===== src/rtl/risc16_pkg.sv =====
// Shared encodings for the RiSC-16 control path: opcodes, sequencer states and
// the select codes driven to the PC mux, ALU and register-file write port.
package risc16_pkg;

  // Opcode field instr[15:13]
  localparam logic [2:0] OP_ADD  = 3'b000;
  localparam logic [2:0] OP_ADDI = 3'b001;
  localparam logic [2:0] OP_NAND = 3'b010;
  localparam logic [2:0] OP_LUI  = 3'b011;
  localparam logic [2:0] OP_SW   = 3'b100;
  localparam logic [2:0] OP_LW   = 3'b101;
  localparam logic [2:0] OP_BEQ  = 3'b110;
  localparam logic [2:0] OP_JALR = 3'b111;

  // PC mux select, shared with the PC register
  localparam logic [1:0] PC_SEL_SEQ    = 2'b00;  // PC+1
  localparam logic [1:0] PC_SEL_BRANCH = 2'b01;  // PC+imm+1
  localparam logic [1:0] PC_SEL_JALR   = 2'b10;  // alu_out

  // ALU operation
  localparam logic [1:0] ALU_OP_ADD  = 2'b00;
  localparam logic [1:0] ALU_OP_NAND = 2'b01;
  localparam logic [1:0] ALU_OP_PASS = 2'b10;
  localparam logic [1:0] ALU_OP_SUB  = 2'b11;

  // Register-file write data select
  localparam logic [1:0] WSEL_ALU = 2'b00;
  localparam logic [1:0] WSEL_MEM = 2'b01;
  localparam logic [1:0] WSEL_LUI = 2'b10;
  localparam logic [1:0] WSEL_PC1 = 2'b11;

  typedef enum logic [2:0] {
    StFetch,
    StDecode,
    StExec,
    StMem,
    StWb,
    StHalted,
    StError
  } state_e;

  // HALT is JALR with a non-zero low field
  function automatic logic is_halt(input logic [15:0] instr);
    return (instr[15:13] == OP_JALR) && (instr[6:0] != 7'd0);
  endfunction

endpackage


===== src/rtl/risc16_ack_timer.sv =====
// Memory-ack watchdog: counts consecutive cycles a request waits without ack and
// flags expiry on the cycle the count would reach ACK_TIMEOUT. ACK_TIMEOUT=0
// removes the counter entirely.
module risc16_ack_timer #(
  parameter int unsigned ACK_TIMEOUT = 255
) (
  input  logic clk,
  input  logic rst_n,
  input  logic i_clr,
  input  logic i_inc,
  output logic o_expire
);

  if (ACK_TIMEOUT == 0) begin : g_off
    logic w_unused;
    assign w_unused = ^{clk, rst_n, i_clr, i_inc};
    assign o_expire = 1'b0;
  end else begin : g_on
    localparam int unsigned CntW = $clog2(ACK_TIMEOUT + 1);
    localparam logic [CntW-1:0] LastCnt = CntW'(ACK_TIMEOUT - 1);

    logic [CntW-1:0] r_cnt;

    // Wait-cycle counter; clear has priority over increment
    always_ff @(posedge clk or negedge rst_n) begin
      if (!rst_n) begin
        r_cnt <= '0;
      end else if (i_clr) begin
        r_cnt <= '0;
      end else if (i_inc) begin
        r_cnt <= r_cnt + 1'b1;
      end
    end

    // This waiting cycle is the ACK_TIMEOUT-th one
    assign o_expire = i_inc && (r_cnt == LastCnt);
  end

endmodule


===== src/rtl/risc16_ctrl_fsm.sv =====
// Multi-cycle control sequencer for the RiSC-16 core. Walks each instruction
// through FETCH/DECODE/EXEC/MEM/WB, drives PC, ALU, register-file and memory
// handshake controls, and parks in HALTED or ERROR until reset.
module risc16_ctrl_fsm
  import risc16_pkg::*;
#(
  parameter int unsigned ACK_TIMEOUT = 255
) (
  input  logic        clk,
  input  logic        rst_n,
  input  logic [15:0] i_instr,
  input  logic        i_alu_zero,
  input  logic        i_mem_ack,
  output logic        o_mem_req,
  output logic        o_mem_we,
  output logic        o_mem_dsel,
  output logic        o_ir_load,
  output logic [1:0]  o_alu_op,
  output logic        o_alu_src_imm,
  output logic        o_rf_we,
  output logic [1:0]  o_rf_wsel,
  output logic [1:0]  o_pc_sel,
  output logic        o_pc_en,
  output logic        o_halted,
  output logic        o_err
);

  state_e     r_state;
  state_e     w_state_next;
  logic [2:0] w_opcode;
  logic       w_is_sw;
  logic       w_waiting;
  logic       w_wd_clr;
  logic       w_wd_inc;
  logic       w_wd_expire;

  logic       w_mem_req;
  logic       w_mem_we;
  logic       w_mem_dsel;
  logic       w_ir_load;
  logic [1:0] w_alu_op;
  logic       w_alu_src_imm;
  logic       w_rf_we;
  logic [1:0] w_rf_wsel;
  logic [1:0] w_pc_sel;
  logic       w_pc_en;
  logic       w_halted;
  logic       w_err;

  assign w_opcode = i_instr[15:13];
  assign w_is_sw  = (w_opcode == OP_SW);

  // Watchdog is driven from the current state only, keeping it off the next-state path.
  // Every FETCH/MEM visit ends with an ack, so clearing on any non-waiting cycle means
  // each new request starts counting from zero.
  assign w_waiting = (r_state == StFetch) || (r_state == StMem);
  assign w_wd_inc  = w_waiting && !i_mem_ack;
  assign w_wd_clr  = !w_wd_inc;

  risc16_ack_timer #(
    .ACK_TIMEOUT(ACK_TIMEOUT)
  ) u_ack_timer (
    .clk     (clk),
    .rst_n   (rst_n),
    .i_clr   (w_wd_clr),
    .i_inc   (w_wd_inc),
    .o_expire(w_wd_expire)
  );

  // State register
  always_ff @(posedge clk or negedge rst_n) begin
    if (!rst_n) begin
      r_state <= StFetch;
    end else begin
      r_state <= w_state_next;
    end
  end

  // Next-state and control decode
  always_comb begin
    w_state_next  = r_state;
    w_mem_req     = 1'b0;
    w_mem_we      = 1'b0;
    w_mem_dsel    = 1'b0;
    w_ir_load     = 1'b0;
    w_alu_op      = ALU_OP_ADD;
    w_alu_src_imm = 1'b0;
    w_rf_we       = 1'b0;
    w_rf_wsel     = WSEL_ALU;
    w_pc_sel      = PC_SEL_SEQ;
    w_pc_en       = 1'b0;
    w_halted      = 1'b0;
    w_err         = 1'b0;

    unique case (r_state)
      StFetch: begin
        w_mem_req = 1'b1;
        if (i_mem_ack) begin
          w_ir_load    = 1'b1;
          w_state_next = StDecode;
        end else if (w_wd_expire) begin
          w_state_next = StError;
        end
      end

      StDecode: begin
        w_state_next = is_halt(i_instr) ? StHalted : StExec;
      end

      StExec: begin
        w_state_next = StFetch;
        unique case (w_opcode)
          OP_ADD: begin
            w_rf_we = 1'b1;
            w_pc_en = 1'b1;
          end
          OP_ADDI: begin
            w_alu_src_imm = 1'b1;
            w_rf_we       = 1'b1;
            w_pc_en       = 1'b1;
          end
          OP_NAND: begin
            w_alu_op = ALU_OP_NAND;
            w_rf_we  = 1'b1;
            w_pc_en  = 1'b1;
          end
          OP_LUI: begin
            w_alu_op  = ALU_OP_PASS;
            w_rf_we   = 1'b1;
            w_rf_wsel = WSEL_LUI;
            w_pc_en   = 1'b1;
          end
          OP_SW, OP_LW: begin
            // Address = regB + imm7, held through MEM
            w_alu_src_imm = 1'b1;
            w_state_next  = StMem;
          end
          OP_BEQ: begin
            w_alu_op = ALU_OP_SUB;
            w_pc_en  = 1'b1;
            w_pc_sel = i_alu_zero ? PC_SEL_BRANCH : PC_SEL_SEQ;
          end
          OP_JALR: begin
            w_rf_we   = 1'b1;
            w_rf_wsel = WSEL_PC1;
            w_pc_en   = 1'b1;
            w_pc_sel  = PC_SEL_JALR;
          end
          default: ;
        endcase
      end

      StMem: begin
        w_mem_req     = 1'b1;
        w_mem_dsel    = 1'b1;
        w_mem_we      = w_is_sw;
        w_alu_src_imm = 1'b1;
        if (i_mem_ack) begin
          if (w_is_sw) begin
            w_pc_en      = 1'b1;
            w_state_next = StFetch;
          end else begin
            w_state_next = StWb;
          end
        end else if (w_wd_expire) begin
          w_state_next = StError;
        end
      end

      StWb: begin
        w_rf_we      = 1'b1;
        w_rf_wsel    = WSEL_MEM;
        w_pc_en      = 1'b1;
        w_state_next = StFetch;
      end

      StHalted: w_halted = 1'b1;

      StError: w_err = 1'b1;

      default: w_state_next = StFetch;
    endcase
  end

  // Outputs forced low while reset is asserted, so a pending request drops at once
  assign o_mem_req     = rst_n & w_mem_req;
  assign o_mem_we      = rst_n & w_mem_we;
  assign o_mem_dsel    = rst_n & w_mem_dsel;
  assign o_ir_load     = rst_n & w_ir_load;
  assign o_alu_op      = rst_n ? w_alu_op : 2'b00;
  assign o_alu_src_imm = rst_n & w_alu_src_imm;
  assign o_rf_we       = rst_n & w_rf_we;
  assign o_rf_wsel     = rst_n ? w_rf_wsel : 2'b00;
  assign o_pc_sel      = rst_n ? w_pc_sel : 2'b00;
  assign o_pc_en       = rst_n & w_pc_en;
  assign o_halted      = rst_n & w_halted;
  assign o_err         = rst_n & w_err;

endmodule


===== config.mk =====
export PLATFORM = sky130hd
export DESIGN_NAME = risc16_ctrl_fsm
export DESIGN_NICKNAME = d
export VERILOG_FILES = /design/src/rtl/risc16_pkg.sv /design/src/rtl/risc16_ack_timer.sv /design/src/rtl/risc16_ctrl_fsm.sv
export SDC_FILE = /design/constraint.sdc
export NUM_CORES = 1
export LEC_CHECK = 0
export BUFFER_PORTS_ARGS = -buffer_cell sky130_fd_sc_hd__buf_2
export CORE_UTILIZATION = 45
export DETAILED_ROUTE_END_ITERATION = 8
export GPL_ROUTABILITY_DRIVEN = 0
export PLACE_DENSITY = 0.75
export SLEW_MARGIN = 30
export SYNTH_ARGS = -nofsm -noshare
export SYNTH_HDL_FRONTEND = slang
export SYNTH_SLANG_ARGS = --single-unit

===== constraint.sdc =====
create_clock -name clk -period 1.9 [get_ports clk]
set_clock_uncertainty 0.15 [all_clocks]
set_input_delay 0.38 -clock clk [delete_from_list [all_inputs] [get_ports clk]]
set_output_delay 0.38 -clock clk [all_outputs]
set_load 0.1 [all_outputs]

==> impl_metrics.py <==
metrics = {
    "outcome": {
        "status": "finished with violations",
        "violations": "setup timing",
    },
    "global_routing": {
        "grt_usage_pct": 28.6,
        "overflow": 0,
        "first_global_vias": 926,
        "grt_max_degree": 12,
        "grt_pass1_wl_um": 4080,
        "antenna_found_initial": 0,
    },
    "setup_path": {
        "cp_max_fo": 4,
        "setup.worst_path.start": "r_state[1]$_DFFE_PN0N_",
        "cp-start-kind": "register",
        "critPathArrivalTime_ns": 1.63,
        "crit_type": "reg2out",
        "critPathRequiredTime_ns": 1.37,
        "timing.rr.start": "r_state[2]$_DFFE_PN0N_",
        "crit_path_end_kind": "output pin",
    },
    "sta": {
        "setup-violations-final": 15,
        "max_freq_mhz": 463,
        "fin_crit_ns": 2.16,
        "maxSlewHeadroom_pct": 67.0,
        "setup_ws_ns": -0.260,
        "drv_slew": 0,
        "hold_viol_final": 0,
        "fin_crit_sh_pct": 114,
        "worst_pin_slew_ns": 0.493,
        "rsz0062_at_grt": "yes",
    },
    "routing": {
        "ant_nets": 0,
        "drc": 0,
        "vias": 926,
        "drt-initial-drc-count": 22,
        "totalWireLength_um": 2680,
        "viasPerCell": 5.58,
        "first_pass_iters": 4,
        "wl_per_cell_um": 16.1,
    },
    "synth": {
        "synth_edf_count": 0,
        "synth_top_area_cell": "dfrtp_1",
        "synth_cell_types": 44,
        "yosys-top-cells-count": "nor2_1, dfrtp_1, and3_1",
        "postSynthAreaPerCell_um2": 8.72,
        "seq_area_frac_synth_pct": 32.9,
        "yosysMostFrequentCell": "nor2_1",
        "async_reset_ff_share_pct": 100,
        "ys_ff_latch": 11,
        "ys.flop_type": "dfrtp_1",
        "synth.area.top_cells": "dfrtp_1, nor2_1, and3_1",
        "yosysTopAreaCellShare_pct": 32.9,
        "synth_cells": 96,
        "netlist_area_um2": 837,
        "syn_nets": 118,
        "yosys_warnings": 0,
    },
    "power": {
        "combPwrFrac_pct": 69.8,
        "clock_power_share_pct": 9.8,
        "p_leak_nw": 0.667,
        "finalPower_mw": 1.68,
        "p_seq_share_pct": 20.4,
        "ir_drop_mv": 0.907,
        "switchingPower_uw": 837,
        "swShare_pct": 49.8,
        "power_density_nw_per_um2": 1150,
        "p_int_uw": 844,
    },
    "place": {
        "portBuffers": 28,
        "dp_hpwl_um": 1830,
        "pre_cts_slack_ns": -0.0440,
        "dpl_cell_area_um2": 1370,
    },
    "clock_network": {
        "clockRootBuffer": "clkbuf_4",
        "cts.sinks": 11,
        "cts_tree": "built",
        "cts_buffers": 3,
        "h-tree-depth": 1,
        "clockBufferDepth": 2,
        "insertion_delay_ns": 0.28,
        "cts.clk_slew.worst_paths_ns": 0.08,
    },
    "cells_and_area": {
        "final_core_util_pct": 84.9,
        "syn_to_final_growth_pct": 75.0,
        "nFillCells": 88,
        "layout-drive-gt1-share_pct": 50.4,
        "nNetsFinal": 164,
        "n_antenna_cell": 0,
        "stdcell_area_um2": 1470,
    },
    "die": {
        "start_util_pct": 48.5,
        "die_h_um": 45.1,
        "rows": 15,
        "die_area_um2": 2040,
        "io_pins": 35,
        "core_um2": 1730,
        "fp.dieW_um": 45.1,
    },
    "min_path": {
        "min-delay-start": "u_ack_timer.g_on.r_cnt[7]$_DFF_PN0_",
        "hp-class": "reg2reg",
    },
    "job": {
        "cap_violations": 0,
    },
}
area by class of cell:
type	instances	area, µm²	area share [%]
Clock buffer	4	26.3	1.79
Inverter	2	7.51	0.512
Multi-Input combinational cell	78	613	41.8
Sequential cell	11	277	18.9
Tap cell	25	31.3	2.13
Timing Repair Buffer	46	510	34.8
repair_timing:
action / in CTS / in global routing
hold buffers: 1 / 0
resized for setup: 8 / 2
buffers inserted: 1 / 3
pin swaps: 2 / 2
hold endpoints to repair: 11 / 0
endpoints found under the setup margin: 15 / 15
power by group through the flow:
stage	clock [mW]	combinational, mW	sequential (mW)
after floorplan	0	0.745	0.319
after global placement	0	1.05	0.328
after detailed placement	0	1.07	0.338
after CTS	0.163	1.11	0.336
after global routing	0.177	1.22	0.347
final	0.165	1.17	0.342
cell usage in the layout (no fill, tap or decap), drive strengths merged, types with 3 or more instances in the layout:
cell type,synthesis,layout
nand2,4,4
clkbuf,1,4
dfrtp,11,11
buf,3,45
and3,9,9
nor2b,3,3
xor2,6,6
nor2,15,15
nand3,5,5
final timing paths:
check | to | slack (ns) | depth (start not counted)
max | o_pc_en | -0.26 | 5
min reg2reg | u_ack_timer.g_on.r_cnt[7]$_DFF_PN0_ | 0.43 | 2
min | u_ack_timer.g_on.r_cnt[7]$_DFF_PN0_ | 0.43 | 2
min in group asynchronous | r_state[0]$_DFFE_PN0N_ | 0.63 | 3
max in group asynchronous | r_state[0]$_DFFE_PN0N_ | 0.61 | 3
max reg2reg | r_state[0]$_DFFE_PN0N_ | 0.07 | 5
layer usage:
| layer | GRT usage (%) | vias up | part of all wire, % |
|---|---|---|---|
| met5 | 0 | - | 0 |
| met4 | 15.8 | 0 | 2.3 |
| met1 | 32.7 | 455 | 42 |
| met3 | 8.40 | 8 | 3.9 |
| li1 | - | 431 | - |
| met2 | 47.5 | 32 | 52 |
registers in the layout, indices dropped and copies added, names as in the netlist:
name and count:
u_ack_timer.g_on.r_cnt 8, r_state 3
through the flow:
stage | cells | TNS, ns | hold WS (ns)
CTS | 163 | -2.44 | 0.410
floorplan | 96 | -0.868 | -0.0656
finish | 166 | -2.54 | 0.428
global placement | 158 | 0 | 0.222
detailed placement | 158 | -0.0440 | 0.232
global route | 166 | -3.10 | 0.445
critical path, stage by stage (launching register included):
cell,delay (ns)
dfrtp_1,0.40
and2b_4,0.19
and3_4,0.18
and3b_4,0.19
a22o_4,0.22
buf_12,0.16
logic make-up after synthesis:
family / synth area share, %
muxes: 1.20
xor gates and xnor gates: 9.27
adders and majority gates: 2.99
AOI/OAI and AO/OA: 10.8
and+or+nand+nor: 37.2
DFF: 32.9
buffers and inverters: 5.68
No activity file was read; power rests on OpenSTA's default activity.
